## config.mk

```make
export PLATFORM = sky130hd
export DESIGN_NAME = midi_note_decoder
export DESIGN_NICKNAME = d
export VERILOG_FILES = /design/src/rtl/midi_note_decoder.sv
export SDC_FILE = /design/constraint.sdc
export NUM_CORES = 1
export LEC_CHECK = 0
export CORE_MARGIN = 4
export CORE_UTILIZATION = 40
export CTS_BUF_LIST = sky130_fd_sc_hd__clkbuf_16
export CTS_CLUSTER_DIAMETER = 120
export CTS_CLUSTER_SIZE = 25
export DETAILED_ROUTE_END_ITERATION = 6
export PLACE_DENSITY_LB_ADDON = 0.3
export SLEW_MARGIN = 20
export SYNTH_ARGS = -nofsm -noshare
export SYNTH_HDL_FRONTEND = slang
export SYNTH_SLANG_ARGS = --single-unit
```

## constraint.sdc

```tcl
create_clock -name clk -period 6.4 [get_ports clk]
set_input_delay 0.96 -clock clk [delete_from_list [all_inputs] [get_ports clk]]
set_output_delay 0.96 -clock clk [all_outputs]
set_load 0.02 [all_outputs]
```

## src/rtl/midi_note_decoder.sv

```systemverilog
// midi_note_decoder: turns the MIDI byte stream into a monophonic note state.
// Last-note priority. A Note Off only releases the note that is currently sounding.
// Optional feature: define MIDI_RUNNING_STATUS_EN to enable running status.
module midi_note_decoder #(
    parameter int unsigned MIDI_CHANNEL = 0
) (
    input  logic        clk,
    input  logic        reset,
    input  logic [7:0]  rx_data,
    input  logic        rx_valid,
    output logic [6:0]  note,
    output logic [6:0]  velocity,
    output logic        gate,
    output logic [31:0] freq_out,
    output logic        note_strobe
);

    localparam int unsigned FREQ_W = 32;

    typedef enum logic [1:0] {IDLE, WAIT_D1, WAIT_D2} state_t;

    state_t            state, state_nxt;
    logic [7:0]        status, status_nxt;
    logic [6:0]        d1, d1_nxt;
    logic [6:0]        note_nxt, velocity_nxt;
    logic              gate_nxt, strobe_nxt;
    logic [FREQ_W-1:0] freq_nxt;
    logic              take_d1, complete;
    logic [6:0]        msg_d1, msg_d2;

    // Note number to integer Hz: the octave-9 value for the semitone, shifted down by octave
    function automatic logic [FREQ_W-1:0] note_freq(input logic [6:0] n);
        logic [6:0]  k;
        logic [6:0]  s;
        logic [13:0] t;
        k = n / 7'd12;
        s = n - 7'(k * 7'd12);
        case (s)
            7'd0:    t = 14'd8372;
            7'd1:    t = 14'd8870;
            7'd2:    t = 14'd9397;
            7'd3:    t = 14'd9956;
            7'd4:    t = 14'd10548;
            7'd5:    t = 14'd11175;
            7'd6:    t = 14'd11840;
            7'd7:    t = 14'd12544;
            7'd8:    t = 14'd13290;
            7'd9:    t = 14'd14080;
            7'd10:   t = 14'd14917;
            default: t = 14'd15804;
        endcase
        return FREQ_W'(t >> (4'd10 - 4'(k)));
    endfunction

    // State and output registers
    always_ff @(posedge clk or posedge reset) begin
        if (reset) begin
            state       <= IDLE;
            status      <= 8'h00;
            d1          <= 7'd0;
            note        <= 7'd0;
            velocity    <= 7'd0;
            gate        <= 1'b0;
            freq_out    <= '0;
            note_strobe <= 1'b0;
        end else begin
            state       <= state_nxt;
            status      <= status_nxt;
            d1          <= d1_nxt;
            note        <= note_nxt;
            velocity    <= velocity_nxt;
            gate        <= gate_nxt;
            freq_out    <= freq_nxt;
            note_strobe <= strobe_nxt;
        end
    end

    // Byte classification, message assembly and note update
    always_comb begin
        state_nxt    = state;
        status_nxt   = status;
        d1_nxt       = d1;
        note_nxt     = note;
        velocity_nxt = velocity;
        gate_nxt     = gate;
        freq_nxt     = freq_out;
        strobe_nxt   = 1'b0;
        take_d1      = 1'b0;
        complete     = 1'b0;
        msg_d1       = d1;
        msg_d2       = 7'd0;

        if (rx_valid && !(&rx_data[7:3])) begin
            if (rx_data[7:4] == 4'hF) begin
                status_nxt = 8'h00;
                state_nxt  = IDLE;
            end else if (rx_data[7]) begin
                status_nxt = rx_data;
                state_nxt  = WAIT_D1;
            end else begin
                case (state)
                    WAIT_D1: take_d1 = 1'b1;
                    WAIT_D2: begin
                        complete = 1'b1;
                        msg_d1   = d1;
                        msg_d2   = rx_data[6:0];
                    end
                    default: begin
`ifdef MIDI_RUNNING_STATUS_EN
                        if (status != 8'h00) take_d1 = 1'b1;
`endif
                    end
                endcase
            end
        end

        // First data byte: program/pressure messages end here
        if (take_d1) begin
            d1_nxt = rx_data[6:0];
            if (status[7:4] == 4'hC || status[7:4] == 4'hD) begin
                complete = 1'b1;
                msg_d1   = rx_data[6:0];
            end else begin
                state_nxt = WAIT_D2;
            end
        end

        // Act on completed note messages for our channel
        if (complete) begin
            if (status[7:5] == 3'b100 && status[3:0] == 4'(MIDI_CHANNEL)) begin
                if (status[4] && msg_d2 != 7'd0) begin
                    note_nxt     = msg_d1;
                    velocity_nxt = msg_d2;
                    gate_nxt     = 1'b1;
                    freq_nxt     = note_freq(msg_d1);
                    strobe_nxt   = 1'b1;
                end else if (gate && msg_d1 == note) begin
                    gate_nxt   = 1'b0;
                    strobe_nxt = 1'b1;
                end
            end
`ifdef MIDI_RUNNING_STATUS_EN
            state_nxt = WAIT_D1;
`else
            state_nxt  = IDLE;
            status_nxt = 8'h00;
`endif
        end
    end

endmodule

```

==> flow_summary.json, run 1 <==
{
  "status": "completed",
  "yosysTopAreaCellShare": 0.305,
  "grt_remaining_overflow": 0,
  "cts_inserted_buffers": 5,
  "synth_area_um2": 3850,
  "grt_use_met3": 0.0255,
  "maxSlewViolCount": 0,
  "num_vias": 3521,
  "post_cts_buffers": 0,
  "tns_ns": 0,
  "slew_headroom": 0.449,
  "hold_class": "flip-flop to flip-flop",
  "die_area_um2": 11300,
  "drc": 0,
  "cts_resized": 0,
  "fmax_mhz": 169,
  "ios": 59,
  "wirelength_mm": 10.3,
  "synth_seq_cells": 47,
  "cpLargestDelayFamily": "simple AND/OR/NAND/NOR gates",
  "syn-instance-count": 441,
  "start_kind": "input port",
  "regArea_um2": 1180,
  "min_period_ns": 5.90,
  "seq_area_frac_synth": 0.305,
  "multi_input_area_um2": 2410,
  "crit_buf_inv": 1,
  "synthTopCellsByArea": "dfrtp_1 (31%), nand2_1 (7.6%), ha_1 (4.2%)",
  "synth_async_sr_flop_share": 1.00,
  "grt_max_degree": 48,
  "synth_top_area_cell": "dfrtp_1",
  "synth_area_per_cell_um2": 8.73,
  "wl_per_cell_um": 17.0,
  "drv_cap": 0,
  "grt_pass1_vias": 3295,
  "cts-htree-levels": 2,
  "grtUsageMet1": 0.268,
  "cpPeakStageDelay_ns": 0.53,
  "worst_pin_slew_ns": 0.827,
  "synth_common_cells": "nand2_1 (78), dfrtp_1 (47), o21ai_0 (21)",
  "synth_edf_count": 0,
  "fp.dieW_um": 106,
  "crit_path_top_delay_cell": "clkdlybuf4s50_1",
  "areaGrowthSynthToFinish_pct": 16.0,
  "finClkSkew_ns": 0.0108,
  "antenna_cells": 0,
  "cp.required_ns": 6.56,
  "grt_use_total": 0.184,
  "fin_nets": 499,
  "drtAntennaViolNets": 0,
  "insertion_delay_ns": 0.29,
  "crit_type": "input port to flip-flop",
  "dieHeight_um": 106,
  "clkSlewWorstSetupHoldPaths_ns": 0.06,
  "dpl.hpwl_mm": 7.76,
  "portBuffers": 40,
  "cts_hold_buf": 0,
  "cp_max_fo": 13,
  "cts_buffer_depth": 2,
  "grtUsageMet2": 0.284,
  "rsz0062_at_grt": "no",
  "setup_violations": 0,
  "grt_pass1_wl_mm": 16.9,
  "cp_num_cells": 18,
  "viasPerCell": 5.84,
  "drive_gt1_frac": 0.114,
  "busiest_layer": "met2",
  "cp-end-kind": "flip-flop",
  "synth_flop_cell": "dfrtp_1",
  "path_cells": "clkdlybuf4s50_1 > nand4bb_4 > nor2_4 > nor2_1 > nor2_1 > o21a_1 > o221ai_1 > ha_1 > fa_1 > xnor2_1 > ha_1 > or3_1 > a21oi_1 > o21ai_1 > o22ai_1 > o311ai_1 > a32o_1 > or3b_1",
  "initial_core_util": 0.415,
  "finalCritPeriodShare": 0.923,
  "root_buffer": "clkbuf_16",
  "antenna_found_initial": 0,
  "rows": 35,
  "place_congestion": 0.903,
  "drtIter0Drc": 215,
  "core_um2": 9280,
  "cts_sinks": 47,
  "critPathArrivalTime_ns": 6.06,
  "yosysWarningCount": 0,
  "tritoncts": "built",
  "synth.most_common_cell": "nand2_1",
  "r2r_cells": 17,
  "drt_first_pass_iters": 6,
  "final_hold_viol_count": 0,
  "ys_types": 81,
  "fill_cells": 882,
  "hold_path_depth": 2
}
==> per-layer routing <==
layer	part of all wire	wire (µm)
met1	0.46	4760
met2	0.46	4730
met3	0.063	644
met4	0.014	144
met5	0	0
==> sequential cells by signal, summed over array words and instances, names as in the netlist <==
name,cells
d1,7
freq_out,14
gate,1
note,7
note_strobe,1
state,2
status,8
velocity,7
==> placed cells by master (no fill, tap or decap), drive strengths merged, types with 6 or more instances in the layout <==
master | synthesis | final
a21oi | 15 | 15
a22o | 11 | 11
a31oi | 7 | 7
a32oi | 8 | 8
and3 | 6 | 6
buf | 29 | 11
clkdlybuf4s50 | 0 | 40
conb | 1 | 18
dfrtp | 47 | 47
ha | 13 | 13
inv | 16 | 16
mux2 | 6 | 6
mux2i | 8 | 8
nand2 | 79 | 79
nand3 | 16 | 16
nand4 | 7 | 7
nor2 | 16 | 16
nor3 | 9 | 9
o211ai | 9 | 9
o21ai | 28 | 28
xnor2 | 13 | 13
==> per-stage QoR <==
step / setup slack, ns / area [µm²] / std cells / utilization / hold slack [ns]
after floorplan: 0.902 / 3910 / 458 / - / 0.442
after global placement: 0.481 / 4290 / 595 / 0.462 / 0.455
after detailed placement: 0.287 / 4290 / 595 / 0.462 / 0.455
after CTS: 0.561 / 4460 / 603 / 0.480 / 0.470
after global routing: 0.137 / 4460 / 603 / 0.481 / 0.509
final: 0.496 / 4460 / 603 / 0.481 / 0.465
==> kinds of logic (layout without fill, tap and decap cells) <==
| group | Yosys count | in the layout | synth area share |
|---|---|---|---|
| AO/OA/AOI/OAI | 125 | 125 | 0.248 |
| AND/OR/NAND/NOR | 163 | 163 | 0.226 |
| multiplexers | 14 | 14 | 0.0393 |
| buffers and inverters | 59 | 75 | 0.0871 |
| other | 1 | 18 | 0.000974 |
| XOR/XNOR | 16 | 16 | 0.0384 |
| flip-flops | 47 | 47 | 0.305 |
| adder cells (fa/ha/maj) | 16 | 16 | 0.0553 |
==> path summary, 6_finish.rpt <==
path                       slack, ns     endpoint         from
setup / recovery                0.50  freq_out[2]   rx_data[7]
hold / removal                  0.46  freq_out[8]  freq_out[8]
setup reg to reg                1.34  freq_out[2]     state[1]
hold reg to reg                 0.46  freq_out[8]  freq_out[8]
max in group asynchronous       4.78    status[3]        reset
min in group asynchronous       1.12  freq_out[8]        reset
==> area by class of cell <==
cell class	count	share of cell area
multi-input cells	352	0.540
clock inverters	3	0.0104
inverters	16	0.0143
clock buffers	5	0.0280
well taps	129	0.0362
repair buffers	51	0.108
flip-flops and latches	47	0.263
==> worst register-to-register path, cell delays in order, from the launching register on <==
cell	delay, ns
dfrtp_1	0.43
nand4bb_4	0.33
nor2_4	0.42
nor2_1	0.10
nor2_1	0.16
o21a_1	0.15
o221ai_1	0.15
ha_1	0.31
fa_1	0.40
xnor2_1	0.14
ha_1	0.34
or3_1	0.42
a21oi_1	0.25
o21ai_1	0.13
o22ai_1	0.35
o311ai_1	0.23
a32o_1	0.26
or3b_1	0.38
Power of run 1 is left out: the tool's default activity adds up to more than one toggle a clock period on the data nets, which glitch-free logic cannot reach.
==> run 2: changes to the inputs <==
Settings changed: GPL_TIMING_DRIVEN set to 1.
==> results of run 2 <==
Same layout as run 1: the final DEF is identical, and so are final timing and power.
Power of run 2 is left out for the same reason.
==> run 3: changes to the inputs <==
Settings changed: RECOVER_POWER set to 50.
==> run 3 against run 2 <==
Design area is essentially flat. The run now ends with max-capacitance violations, max-slew violations left. Die area is the same. Global-route usage is the same. Sequential cell count is the same. Maximum frequency shrank 0.82%. Wire length is essentially flat. Register-to-register slack is essentially flat. Critical path type unchanged. Highest routed layer unchanged. Utilization is essentially flat. Sequential share of layout area is essentially flat. Non-clock buffer count is the same.
==> flow_summary.json, run 3 (synthesis gave the netlist of run 1 again) <==
{
  "status": "finished, violations left",
  "violations": "max-capacitance violations, max-slew violations",
  "antenna_cells": 0,
  "insertion_delay_ns": 0.29,
  "drc": 0,
  "hold_class": "flip-flop to flip-flop",
  "min_period_ns": 5.95,
  "worst_pin_slew_ns": 2.10,
  "hold_path_depth": 2,
  "portBuffers": 40,
  "fmax_mhz": 168,
  "cts-htree-levels": 2,
  "cts_hold_buf": 0,
  "drtIter0Drc": 196,
  "grt_pass1_vias": 3295,
  "viasPerCell": 5.75,
  "grt_max_degree": 48,
  "wirelength_mm": 10.3,
  "initial_core_util": 0.415,
  "drive_gt1_frac": 0.112,
  "placed_cells": 595,
  "tritoncts": "built",
  "tns_ns": 0,
  "die_area_um2": 11300,
  "rsz0062_at_grt": "no",
  "highest_layer": "met4",
  "critPathArrivalTime_ns": 6.11,
  "post_cts_buffers": 0,
  "antenna_found_initial": 0,
  "crit_type": "input port to flip-flop",
  "core_um2": 9280,
  "setup_violations": 0,
  "finalCritPeriodShare": 0.930,
  "start_kind": "input port",
  "cts_buffer_depth": 2,
  "slew_headroom": -0.409,
  "grt_use_total": 0.184,
  "wl_met3_um": 704,
  "finClkSkew_ns": 0.0100,
  "clkSlewWorstSetupHoldPaths_ns": 0.06,
  "cp-end-kind": "flip-flop",
  "dpl.hpwl_mm": 7.76,
  "wl_per_cell_um": 17.0,
  "final_common_cell": "nand2_1",
  "drt_first_pass_iters": 5,
  "crit_buf_inv": 1,
  "place_congestion": 0.903,
  "final_cell_mix": "nand2_1 (78), dfrtp_1 (47), clkdlybuf4s50_1 (30)",
  "path_cells": "dlygate4sd3_1 > nand4bb_4 > nor2_4 > nor2_1 > nor2_1 > o21a_1 > o221ai_1 > ha_1 > fa_1 > xnor2_1 > ha_1 > or3_1 > a21oi_1 > o21ai_1 > o22ai_1 > o311ai_1 > a32o_1 > or3b_1",
  "ios": 59,
  "drv_cap": 1,
  "cp_num_cells": 18,
  "wl_met1_mm": 4.75,
  "num_vias": 3469,
  "grt_remaining_overflow": 0,
  "regMostFlops": "freq_out",
  "fin_hold_ws_ns": 0.464,
  "cts_inserted_buffers": 5,
  "r2r_cells": 17,
  "fp.dieW_um": 106,
  "wl_met2_mm": 4.67,
  "cpLargestDelayFamily": "simple AND/OR/NAND/NOR gates",
  "final_hold_viol_count": 0,
  "fin_nets": 499,
  "largest_registers": "freq_out x14, status x8",
  "cp_max_fo": 13,
  "dieHeight_um": 106,
  "rows": 35,
  "areaGrowthSynthToFinish_pct": 15.9,
  "root_buffer": "clkbuf_16",
  "cts_sinks": 47,
  "cpPeakStageDelay_ns": 0.73,
  "grt_pass1_wl_mm": 16.9,
  "cp.required_ns": 6.56,
  "drtAntennaViolNets": 0,
  "crit_path_top_delay_cell": "dlygate4sd3_1",
  "largest_reg_flops": 14,
  "fin_cells": 603,
  "maxSlewViolCount": 48,
  "cts_resized": 0
}
-- run 3: layout make-up --
cell class / instances / area [µm²]
fill: 883 / 4820
clock inverter: 3 / 46.3
tap: 129 / 161
clock buffer: 5 / 125
sequential: 47 / 1180
inverter: 16 / 63.8
timing repair buffer: 51 / 479
multi-input combinational: 352 / 2410
-- run 3: final timing paths --
path                       slack, ns           to         from
hold reg to reg                 0.46  freq_out[6]  freq_out[6]
min in group asynchronous       1.67  freq_out[8]        reset
setup reg to reg                1.35  freq_out[2]     state[1]
setup / recovery                0.45  freq_out[2]     rx_valid
hold / removal                  0.46  freq_out[6]  freq_out[6]
max in group asynchronous       3.78    status[3]        reset
-- run 3: per-stage QoR --
stage / cell area (µm²) / setup WS [ns] / utilization
after detailed placement: 4290 / 0.287 / 0.462
final: 4460 / 0.447 / 0.480
after global routing: 4460 / 0.102 / 0.480
after floorplan: 3910 / 0.902 / -
after global placement: 4290 / 0.481 / 0.462
after CTS: 4460 / 0.561 / 0.480
-- run 3: routing by layer --
metal,GRT usage,up-vias
met3,0.0255,16
li1,-,1647
met5,0,-
met2,0.284,146
met1,0.268,1660
met4,0.0546,0
-- run 3: worst register-to-register path, cell delays in order, from the launching register on --
cell	delay (ns)
dfrtp_1	0.43
nand4bb_4	0.33
nor2_4	0.42
nor2_1	0.10
nor2_1	0.15
o21a_1	0.15
o221ai_1	0.15
ha_1	0.31
fa_1	0.40
xnor2_1	0.14
ha_1	0.34
or3_1	0.42
a21oi_1	0.25
o21ai_1	0.13
o22ai_1	0.35
o311ai_1	0.23
a32o_1	0.26
or3b_1	0.38
Power of run 3 is left out for the same reason.
